### src/rtl/pipeline_ctrl.sv
// Hazard/forwarding control and E/M/W control-stage registers for a 5-stage RISC pipeline.
// Stalls/flushes/forwards are combinational and the W/M outputs are registered; define FORWARDING_EN for bypassing, otherwise the pipeline interlocks.
module pipeline_ctrl (
    input  logic       clk,
    input  logic       rst,
    input  logic       RegWriteD,
    input  logic       MemWriteD,
    input  logic       ResultSrcD,
    input  logic       BranchD,
    input  logic [4:0] Rs1D,
    input  logic [4:0] Rs2D,
    input  logic [4:0] RdD,
    input  logic       ZeroE,
    output logic       StallF,
    output logic       StallD,
    output logic       FlushD,
    output logic       FlushE,
    output logic       PCSrcE,
    output logic [1:0] ForwardAE,
    output logic [1:0] ForwardBE,
    output logic       MemWriteM,
    output logic       RegWriteW,
    output logic       ResultSrcW,
    output logic [4:0] RdW
);

    typedef struct packed {
        logic       regwrite;
        logic       memwrite;
        logic       resultsrc;
        logic       branch;
        logic [4:0] rd;
        logic [4:0] rs1;
        logic [4:0] rs2;
    } e_stage_t;

    typedef struct packed {
        logic       regwrite;
        logic       memwrite;
        logic       resultsrc;
        logic [4:0] rd;
    } m_stage_t;

    typedef struct packed {
        logic       regwrite;
        logic       resultsrc;
        logic [4:0] rd;
    } w_stage_t;

    e_stage_t e_q, e_d;
    m_stage_t m_q, m_d;
    w_stage_t w_q, w_d;
    logic     hazard;

`ifdef FORWARDING_EN
    function automatic logic [1:0] fwd_sel(input logic [4:0] rs, input m_stage_t m, input w_stage_t w);
        if (m.regwrite && m.rd != 5'd0 && m.rd == rs)
            return 2'b10;
        else if (w.regwrite && w.rd != 5'd0 && w.rd == rs)
            return 2'b01;
        else
            return 2'b00;
    endfunction

    // Only a load in EX cannot be bypassed in time.
    assign hazard = e_q.resultsrc && e_q.rd != 5'd0 &&
                    (e_q.rd == Rs1D || e_q.rd == Rs2D);
    assign ForwardAE = fwd_sel(e_q.rs1, m_q, w_q);
    assign ForwardBE = fwd_sel(e_q.rs2, m_q, w_q);
`else
    function automatic logic dep(input logic [4:0] rs, input e_stage_t e, input m_stage_t m);
        return rs != 5'd0 && ((e.regwrite && e.rd == rs) || (m.regwrite && m.rd == rs));
    endfunction

    // WB results are written in the first half-cycle, so W never interlocks.
    assign hazard    = dep(Rs1D, e_q, m_q) || dep(Rs2D, e_q, m_q);
    assign ForwardAE = 2'b00;
    assign ForwardBE = 2'b00;

    logic unused_rs;
    assign unused_rs = ^{e_q.rs1, e_q.rs2};
`endif

    always_comb begin
        PCSrcE = e_q.branch & ZeroE;
        StallF = hazard & ~PCSrcE;
        StallD = hazard & ~PCSrcE;
        FlushD = PCSrcE;
        FlushE = hazard | PCSrcE;
    end

    always_comb begin
        e_d = '0;
        if (!FlushE)
            e_d = '{regwrite: RegWriteD, memwrite: MemWriteD, resultsrc: ResultSrcD,
                    branch: BranchD, rd: RdD, rs1: Rs1D, rs2: Rs2D};
        m_d = '{regwrite: e_q.regwrite, memwrite: e_q.memwrite,
                resultsrc: e_q.resultsrc, rd: e_q.rd};
        w_d = '{regwrite: m_q.regwrite, resultsrc: m_q.resultsrc, rd: m_q.rd};
    end

    always_ff @(posedge clk or negedge rst) begin
        if (!rst) begin
            e_q <= '0;
            m_q <= '0;
            w_q <= '0;
        end else begin
            e_q <= e_d;
            m_q <= m_d;
            w_q <= w_d;
        end
    end

    assign MemWriteM  = m_q.memwrite;
    assign RegWriteW  = w_q.regwrite;
    assign ResultSrcW = w_q.resultsrc;
    assign RdW        = w_q.rd;

endmodule

### config.mk
export PLATFORM = sky130hd
export DESIGN_NAME = pipeline_ctrl
export DESIGN_NICKNAME = d
export VERILOG_FILES = /design/src/rtl/pipeline_ctrl.sv
export SDC_FILE = /design/constraint.sdc
export NUM_CORES = 1
export LEC_CHECK = 0
export CAP_MARGIN = 20
export CORE_MARGIN = 2
export CORE_UTILIZATION = 40
export DETAILED_ROUTE_END_ITERATION = 7
export GPL_ROUTABILITY_DRIVEN = 1
export HOLD_SLACK_MARGIN = 0.03
export PLACE_DENSITY_LB_ADDON = 0.2
export SLEW_MARGIN = 15
export SYNTH_ARGS = -nofsm -noshare
export SYNTH_HDL_FRONTEND = slang
export SYNTH_SLANG_ARGS = --single-unit
### constraint.sdc
create_clock -name clk -period 1.7 [get_ports clk]
set_input_delay 0.17 -clock clk [delete_from_list [all_inputs] [get_ports clk]]
set_output_delay 0.17 -clock clk [all_outputs]
set_load 0.02 [all_outputs]
==> key figures, run 1 <==
STA
  • Tmin final: 1.96 ns
  • Final Cycle Share: 1.15
  • Final hold slack: 0.213 ns
  • Clock skew: 0.000469 ns
  • Endpoints failing setup: 3
  • Setup ws final: -0.263 ns
  • Final hold violations: 0
  • Max Freq: 509 MHz
  • RSZ-0062 raised after global routing: true
  • Final Max Tran Viols: 0

Yosys
  • Area leader, netlist: dfrtp_1
  • Post-synth top flop: dfrtp_1
  • Warnings, synthesis: 0
  • Syn Inst Count: 88
  • Ranking of synthesized cells by area: dfrtp_1 (59%), xor2_1 (14%), buf_4 (4.4%)
  • Syn avg cell area: 11.6 µm²
  • EDFF count, synth: 0
  • Sequential fraction of the synthesis area: 0.590
  • Top-count cell post-synth: dfrtp_1
  • Top cells by count, synth: dfrtp_1 (24), xor2_1 (16), nor2_1 (11)
  • Mapped cell area: 0.00102 mm²
  • Post-synth ARST share: 1.00
  • Synth cell types: 16
  • Seq cells post-synth: 24
  • Top cell type's share of synthesized area: 0.590

Worst setup path
  • Critical path depth: 6
  • Worst Path Class, Setup: register to output port
  • CP Cell Sequence: xor2_1 > nor4_1 > nand4b_1 > nand4_1 > and2_4 > buf_4
  • Bufs and invs on worst path: 1
  • Crit path required time: 1.53 ns
  • Worst endpoint data arrival time: 1.79 ns
  • CP Launch Type: register
  • Crit-path max cell delay: 0.43 ns
  • CP Capture Type: output port
  • Crit Path Max Fanout: 3
  • R2r worst-path depth: 6
  • Top delay family on crit path: simple AND/OR/NAND/NOR gates
  • CP max stage cell: dfrtp_1

Placed design
  • Global placement routability congestion: 0.883
  • Placed insts: 164
  • Port Buf Inserts: 34
  • Post-DP HPWL: 1570 µm

Routing
  • DR iter-0 viols: 5
  • Antenna viol nets, final: 0
  • Wire per inst: 12.0 µm
  • Final wirelength: 2010 µm
  • Via count: 741
  • Drt pass-1 iters: 4
  • Number of remaining DRC errors: 0
  • Vias per Instance: 4.41

Floorplanning
  • IO Pins: 39
  • Die Height: 54.5 µm
  • Starting Density: 0.415
  • Core Area: 0.00245 mm²
  • Rows: 18
  • Die ar.: 0.00297 mm²
  • Die width: 54.5 µm

Final layout
  • Fill cells: 227
  • Final std cells w/o fill: 168
  • # diodes: 0
  • Layout Nets: 161
  • Synthesis-to-finish area growth: 48.3%
  • Fraction of layout cells with a size suffix above 1: 0.203

Pwr
  • Sequential share of power: 0.527
  • Pwr/cell area: 837 mW/mm²
  • Gate power share: 0.250
  • Clock power share: 0.222
  • VDD IR max: 0.473 mV
  • P_int: 0.930 mW
  • Psw: 0.334 mW
  • Lkg Pwr: 0.738 nW
  • Switching share of power: 0.264

Global routing
  • Pin count of the biggest net entering global routing: 25
  • Grt ovf: 0
  • Vias in the first global route: 812
  • Global-route wire length before repair: 3370 µm
  • Total track usage: 0.165
  • Initial antenna violation count: 0

CTS
  • Hold_buf cts: 0
  • Worst-path clk slew: 0.12 ns
  • CTS Buf Count: 3
  • CTS tree: built
  • Root Buffer: clkbuf_4
  • H-tree depth: 1
  • Worst skew pair latency: 0.30 ns
  • Clock Tree Buf Depth: 2
  • CTS Sinks: 24
  • Post-CTS Setup Inserts: 0

Worst hold path
  • Tightest Hold Check Type: primary input to asynchronous set/reset pin

Outcome
  • Status: finished, violations left
  • Failing checks: setup timing

Run
  • Max_cap viols: 0
routing by layer:
| metal | global-route usage | share of wire | vias up |
|---|---|---|---|
| met1 | 0.188 | 0.40 | 335 |
| li1 | - | - | 372 |
| met3 | 0.0246 | 0.081 | 2 |
| met4 | 0.0750 | 0.0070 | 0 |
| met2 | 0.301 | 0.51 | 32 |
| met5 | 0 | 0 | - |
sequential cells by signal, indices dropped and copies added (netlist names):
name        count
ResultSrcW      1
RdW             5
RegWriteW       1
m_q             7
MemWriteM       1
e_q             9
path summary, 6_finish.rpt:
check | start | endpoint | slack (ns)
min reg2reg | e_q[16] | m_q[5] | 0.36
max | e_q[11] | StallF | -0.26
min | rst | RdW[0] | 0.21
min in group clk | e_q[16] | m_q[5] | 0.36
max in group asynchronous | rst | m_q[7] | 1.26
max reg2reg | e_q[11] | e_q[12] | 0.17
through the flow:
stage	power [mW]	setup slack, ns	area, µm²	util	setup TNS [ns]
final	1.26	-0.263	1510	0.615	-0.755
after global routing	1.35	-0.412	1510	0.615	-1.20
after CTS	1.29	-0.293	1510	0.615	-0.847
after detailed placement	1.00	-0.727	1480	0.601	-4.12
after global placement	0.996	-0.718	1480	0.601	-3.89
after floorplan	0.824	0.0473	1030	-	0
timing repair:
item                       4_1_cts  5_1_grt
pin swaps                        6        0
resized for setup               28        0
setup endpoints to repair        3        3
power groups by stage:
stage | Clock [mW] | Sequential [mW] | Combinational [mW]
3_5_place_dp | 0 | 0.680 | 0.322
5_1_grt | 0.324 | 0.673 | 0.350
2_1_floorplan | 0 | 0.701 | 0.123
6_report | 0.281 | 0.666 | 0.317
3_3_place_gp | 0 | 0.677 | 0.319
4_1_cts | 0.301 | 0.668 | 0.320
layout by cell type, fill, tap and decap left out:
master,instances
xor2_1,16
clkbuf_8,1
or4_1,1
nor2_2,1
dfrtp_1,24
conb_1,4
dlygate4sd2_1,9
xnor2_1,4
clkdlybuf4s50_1,22
or4_4,1
clkbuf_4,3
nor4_1,4
nand2_1,10
inv_1,1
nor2_1,10
nand4b_1,4
buf_4,19
buf_6,1
nand2b_4,1
and2_4,1
nand4_1,1
cell type report:
class	instances	area, µm²	area share
clock buffers	4	36.3	0.0240
repair buffers	51	453	0.300
flip-flops and latches	24	601	0.398
well taps	30	37.5	0.0249
multi-input cells	58	379	0.251
inverters	1	3.75	0.00249
worst reg2reg max path: stages (launching register included):
cell and delay (ns):
dfrtp_1 0.43, xor2_1 0.17, nor4_1 0.30, nand4b_1 0.13
nand4_1 0.17, buf_4 0.18, nor2_1 0.06
cell families (layout without fill, tap and decap cells):
logic type / after synthesis / count (layout) / share of synthesized area
xor gates and xnor gates: 20 / 20 / 0.172
buffers and inverters: 9 / 56 / 0.0626
DFF: 24 / 24 / 0.590
other: 1 / 4 / 0.00368
and+or+nand+nor: 34 / 34 / 0.172
Power figures use the tool's default switching activity.
==> run 2: changes to the inputs <==
--- a/config.mk
+++ b/config.mk
@@ -11,7 +11,7 @@
 export DETAILED_ROUTE_END_ITERATION = 7
 export GPL_ROUTABILITY_DRIVEN = 1
 export HOLD_SLACK_MARGIN = 0.03
-export PLACE_DENSITY_LB_ADDON = 0.2
+export PLACE_DENSITY = 0.72
 export SLEW_MARGIN = 15
 export SYNTH_ARGS = -nofsm -noshare
 export SYNTH_HDL_FRONTEND = slang
==> key figures, run 2 (synthesis results as in run 1) <==
Outcome
  • Status: finished, violations left
  • Failing checks: setup timing

Worst setup path
  • Crit Path Max Fanout: 3 (unchanged)
  • Worst endpoint data arrival time: 1.79 ns (about the same)
  • CP max stage cell: dfrtp_1
  • CP Cell Sequence: xor2_1 > nor4_1 > nand4b_1 > nand4_1 > and2_4 > buf_6
  • R2r worst-path depth: 7 (+1)
  • CP Launch Type: register
  • Crit-path max cell delay: 0.42 ns (about the same)
  • CP Capture Type: output port
  • Worst Path Class, Setup: register to output port
  • Crit path required time: 1.53 ns (about the same)

STA
  • Final Cycle Share: 1.15 (-0.00149)
  • Endpoints failing setup: 3 (unchanged)
  • Tmin final: 1.96 ns (-0.00253 ns)
  • Max Freq: 510 MHz (+0.13%)
  • Clock skew: 0.00198 ns (+0.00151 ns)
  • Final hold violations: 0 (unchanged)
  • Setup ws final: -0.260 ns (+0.00253 ns)
  • RSZ-0062 raised after global routing: true
  • Final Max Tran Viols: 0 (unchanged)

CTS
  • CTS Sinks: 24 (unchanged)
  • Root Buffer: clkbuf_4
  • Worst skew pair latency: 0.30 ns (about the same)
  • CTS Buf Count: 3 (unchanged)
  • CTS tree: built
  • Clock Tree Buf Depth: 2 (unchanged)
  • Worst-path clk slew: 0.12 ns (about the same)
  • Hold_buf cts: 0 (unchanged)
  • H-tree depth: 1 (unchanged)

Pwr
  • Sequential share of power: 0.518 (-0.009)
  • Lkg Pwr: 0.780 nW (+5.7%)
  • VDD IR max: 0.528 mV (+12%)
  • Psw: 0.341 mW (+2.0%)
  • Clock power share: 0.219 (-0.003)
  • Gate power share: 0.263 (+0.013)
  • P_int: 0.943 mW (+1.3%)
  • Pwr/cell area: 825 mW/mm² (-1.4%)
  • Switching share of power: 0.265 (+0.00126)

Final layout
  • Most common cell after layout, fill and taps aside: dfrtp_1
  • Most frequent cells in the layout: dfrtp_1 (24), clkdlybuf4s50_1 (21), buf_4 (19)
  • Layout Nets: 164 (+1.9%)
  • Synthesis-to-finish area growth: 52.7%
  • Max FFs per register: 9 (unchanged)
  • Fraction of layout cells with a size suffix above 1: 0.227 (+0.0241)
  • # diodes: 0 (unchanged)
  • Final instance area: 0.00156 mm² (+3.0%)
  • Final std cells w/o fill: 171 (+1.8%)
  • Largest Register: e_q

Placed design
  • Global placement routability congestion: 0.849 (-3.9%)
  • Placed insts: 164 (unchanged)
  • Port Buf Inserts: 34 (unchanged)
  • Post-DP HPWL: 1620 µm (+3.2%)
  • Placement Cell Area: 0.00148 mm² (unchanged)

Floorplanning
  • Die Height: 54.5 µm (unchanged)
  • IO Pins: 39 (unchanged)
  • Rows: 18 (unchanged)
  • Die ar.: 0.00297 mm² (unchanged)
  • Starting Density: 0.415 (unchanged)
  • Core Area: 0.00245 mm² (unchanged)
  • Die width: 54.5 µm (unchanged)

Routing
  • Via count: 786 (+6.1%)
  • Wire per inst: 11.9 µm (-0.29%)
  • Drt pass-1 iters: 4 (unchanged)
  • Number of remaining DRC errors: 0 (unchanged)
  • Vias per Instance: 4.60 (+4.2%)
  • Final wirelength: 2040 µm (+1.5%)
  • DR iter-0 viols: 6 (+1)
  • Antenna viol nets, final: 0 (unchanged)

Global routing
  • Total track usage: 0.162 (-0.00291)
  • Vias in the first global route: 785 (-3.3%)
  • Global-route wire length before repair: 3310 µm (-2.0%)
  • Grt ovf: 0 (unchanged)
  • Pin count of the biggest net entering global routing: 25 (unchanged)
  • Initial antenna violation count: 0 (unchanged)

Run
  • Max_cap viols: 0 (unchanged)

Worst hold path
  • Tightest Hold Check Type: primary input to asynchronous set/reset pin
## run 2: cell types whose count changed in the layout (fill, tap and decap cells not counted)
cell / change
buf_6: +3
dlymetal6s2s_1: +2
clkdlybuf4s50_1: -1
dlygate4sd2_1: -1
nor2_1: -1
nor2_2: +1
nor4_1: -1
nor4_2: +1
or4_1: +1
or4_4: -1
## run 2: path summary, 6_finish.rpt
kind | from | end | slack, ns
worst max register to register | e_q[10] | e_q[17] | 0.12
worst min-delay path | rst | RdW[3] | 0.21
max in group asynchronous | rst | e_q[11] | 1.26
worst max-delay path | e_q[10] | StallD | -0.26
worst min register to register | e_q[16] | m_q[5] | 0.36
min in group clk | e_q[16] | m_q[5] | 0.36
## run 2: per-stage QoR
stage	TNS [ns]	hold slack [ns]	util	worst slack (ns)	power, mW
after floorplan	0	-0.126	-	0.0473	0.824
after global placement	-4.09	0.334	0.601	-0.751	0.992
after detailed placement	-4.68	0.337	0.601	-0.804	1.00
after CTS	-0.846	0.215	0.622	-0.295	1.29
after global routing	-1.16	0.232	0.634	-0.395	1.36
final	-0.754	0.212	0.634	-0.260	1.28
## run 2: layout make-up
| type | instances | area [µm²] |
|---|---|---|
| Clock buffer | 4 | 36.3 |
| Sequential cell | 24 | 601 |
| Multi-Input combinational cell | 58 | 384 |
| Fill cell | 211 | 900 |
| Inverter | 1 | 3.75 |
| Tap cell | 30 | 37.5 |
| Timing Repair Buffer | 54 | 493 |
## run 2: critical path: cells and delay by family, from the launching register on
family	cells	cell delay, ns
simple gates	4	0.78
buf+inv	1	0.11
xor+xnor	1	0.18
flops	1	0.42
## run 2: power by group through the flow
stage / clock [mW] / combinational (mW) / sequential (mW)
3_5_place_dp: 0 / 0.322 / 0.678
3_3_place_gp: 0 / 0.315 / 0.677
6_report: 0.281 / 0.338 / 0.665
5_1_grt: 0.319 / 0.369 / 0.672
4_1_cts: 0.297 / 0.330 / 0.667
2_1_floorplan: 0 / 0.123 / 0.701
## run 2: metal layers
metal  track usage  wire length (µm)  up-vias
met5             0                 0        -
met4        0.0500                 0        0
met3        0.0355               201        0
met2         0.305              1020       43
met1         0.180               813      362
li1              -                 -      381
## run 2: repair_timing
item | in CTS | in global routing
pin swaps | 9 | 2
endpoints found under the hold margin | 0 | 0
setup buffers | 2 | 1
setup endpoints to repair | 3 | 14
cloned | 0 | 0
resized for setup | 27 | 6
==> run 3: changes to the inputs <==
--- a/config.mk
+++ b/config.mk
@@ -7,7 +7,7 @@
 export LEC_CHECK = 0
 export CAP_MARGIN = 20
 export CORE_MARGIN = 2
-export CORE_UTILIZATION = 40
+export CORE_UTILIZATION = 38
 export DETAILED_ROUTE_END_ITERATION = 7
 export GPL_ROUTABILITY_DRIVEN = 1
 export HOLD_SLACK_MARGIN = 0.03
==> constraint.sdc (replaced) <==
create_clock -name clk -period 1.68 [get_ports clk]
set_input_delay 0.168 -clock clk [delete_from_list [all_inputs] [get_ports clk]]
set_output_delay 0.168 -clock clk [all_outputs]
set_load 0.02 [all_outputs]
==> key figures, run 3 (synthesis results as in run 1) <==
Outcome
  • Status: finished, violations left
  • Failing checks: setup timing

STA
  • RSZ-0062 raised after global routing: true
  • Tmin final: 1.99 ns
  • Final Max Tran Viols: 0 (unchanged)
  • Setup ws final: -0.313 ns (-0.0527 ns)
  • Clock skew: 0.00590 ns (+0.00392 ns)
  • Max Freq: 502 MHz
  • Endpoints failing setup: 3 (unchanged)
  • Final hold slack: 0.195 ns (-0.0172 ns)
  • Final Cycle Share: 1.19
  • Final hold violations: 0 (unchanged)

Floorplanning
  • Rows: 18 (unchanged)
  • IO Pins: 39 (unchanged)
  • Die ar.: 0.00311 mm² (+4.9%)
  • Die Height: 55.8 µm (+2.4%)
  • Die width: 55.8 µm (+2.4%)
  • Starting Density: 0.407 (-0.00748)
  • Core Area: 0.00250 mm² (+1.8%)

CTS
  • Clock Tree Buf Depth: 2 (unchanged)
  • CTS tree: built
  • H-tree depth: 1 (unchanged)
  • Root Buffer: clkbuf_4
  • Worst-path clk slew: 0.13 ns (about the same)
  • Hold_buf cts: 0 (unchanged)
  • CTS Sinks: 24 (unchanged)
  • Worst skew pair latency: 0.31 ns (about the same)
  • CTS Buf Count: 3 (unchanged)

Routing
  • Drt pass-1 iters: 4 (unchanged)
  • Wire per inst: 12.8 µm (+7.0%)
  • Final wirelength: 2170 µm (+6.4%)
  • Vias per Instance: 4.52 (-1.6%)
  • DR iter-0 viols: 16 (+10)
  • Number of remaining DRC errors: 0 (unchanged)
  • Antenna viol nets, final: 0 (unchanged)
  • Via count: 769 (-2.2%)

Global routing
  • Vias in the first global route: 815 (+3.8%)
  • Initial antenna violation count: 0 (unchanged)
  • Grt ovf: 0 (unchanged)
  • Total track usage: 0.158 (-0.00386)
  • Global-route wire length before repair: 3730 µm (+13%)
  • Pin count of the biggest net entering global routing: 25 (unchanged)

Worst setup path
  • Crit Path Max Fanout: 3 (unchanged)
  • Crit path required time: 1.51 ns (-0.02 ns)
  • Worst r2r dst: e_q[11]
  • R2r startpoint: m_q[2]
  • Critical Path Start: m_q[2]
  • CP Launch Type: register
  • Worst Path Class, Setup: register to output port
  • R2R Setup Slk: 0.11 ns (about the same)
  • Crit path to: StallF
  • CP Capture Type: output port
  • Worst endpoint data arrival time: 1.83 ns (+0.04 ns)
  • R2r worst-path depth: 6 (-1)

Final layout
  • Layout Nets: 163 (-0.61%)
  • Synthesis-to-finish area growth: 50.7%
  • Most frequent cells in the layout: dfrtp_1 (24), clkdlybuf4s50_1 (22), buf_4 (19)
  • # diodes: 0 (unchanged)
  • Final instance area: 0.00154 mm² (-1.3%)
  • Fill cells: 223 (+5.7%)
  • Max FFs per register: 9 (unchanged)
  • Most common cell after layout, fill and taps aside: dfrtp_1
  • Largest Register: e_q
  • Fraction of layout cells with a size suffix above 1: 0.214 (-0.0127)

Pwr
  • Lkg Pwr: 0.748 nW (-4.0%)
  • VDD IR max: 0.510 mV (-3.4%)
  • Pwr/cell area: 851 mW/mm² (+3.2%)

Placed design
  • Global placement routability congestion: 0.831 (-2.1%)
  • Post-DP HPWL: 1740 µm (+7.7%)
  • Port Buf Inserts: 34 (unchanged)
  • Placement Cell Area: 0.00149 mm² (+1.0%)

Run
  • Max_cap viols: 0 (unchanged)

Worst hold path
  • Tightest Hold Check Type: primary input to asynchronous set/reset pin
-- run 3: area by class of cell --
type | count | area (µm²) | area share
Sequential cell | 24 | 601 | 0.391
Inverter | 1 | 3.75 | 0.00244
Timing Repair Buffer | 53 | 475 | 0.310
Clock buffer | 4 | 36.3 | 0.0236
Tap cell | 30 | 37.5 | 0.0244
Multi-Input combinational cell | 58 | 382 | 0.249
-- run 3: how the worst min path moves through the flow --
stage	endpoint	slack, ns	cells past startpoint
2_1_floorplan	MemWriteM	-0.13	0
3_3_place_gp	ResultSrcW	0.33	0
3_5_place_dp	MemWriteM	0.34	0
4_1_cts	ResultSrcW	0.20	2
5_1_grt	ResultSrcW	0.20	2
6_report	ResultSrcW	0.20	2
-- run 3: repair_timing --
item / CTS / global route
setup buffers: 0 / 0
endpoints found under the setup margin: 4 / 12
pin swaps: 5 / 0
gates resized for setup: 29 / 1
-- run 3: routing by layer --
layer  global-route usage  vias to the layer above  share of wire  wire [µm]
li1                     -                      380              -          -
met2                0.255                       32           0.48       1040
met4                0.105                        0          0.012         27
met3               0.0186                        2          0.056        122
met1                0.200                      355           0.45        980
met5                    0                        -              0          0
-- run 3: critical path, stage by stage (launching register included) --
cell      delay [ns]
dfrtp_1         0.44
xor2_1          0.18
nor4_1          0.26
nand4b_1        0.14
nand4_1         0.19
and2_4          0.19
buf_6           0.11
-- run 3: through the flow --
step | power, mW | utilization | setup slack, ns | std cells | setup TNS (ns)
6_report | 1.31 | 0.614 | -0.313 | 170 | -0.912
5_1_grt | 1.38 | 0.614 | -0.446 | 170 | -1.32
4_1_cts | 1.32 | 0.612 | -0.323 | 170 | -0.939
3_5_place_dp | 1.02 | 0.596 | -0.759 | 166 | -4.45
3_3_place_gp | 1.01 | 0.596 | -0.742 | 166 | -4.18
2_1_floorplan | 0.834 | - | 0.0293 | 91 | 0
-- run 3: power by group --
part	internal, mW	switching, mW
logic	0.180	0.157
clock network	0.132	0.165
registers	0.638	0.0352
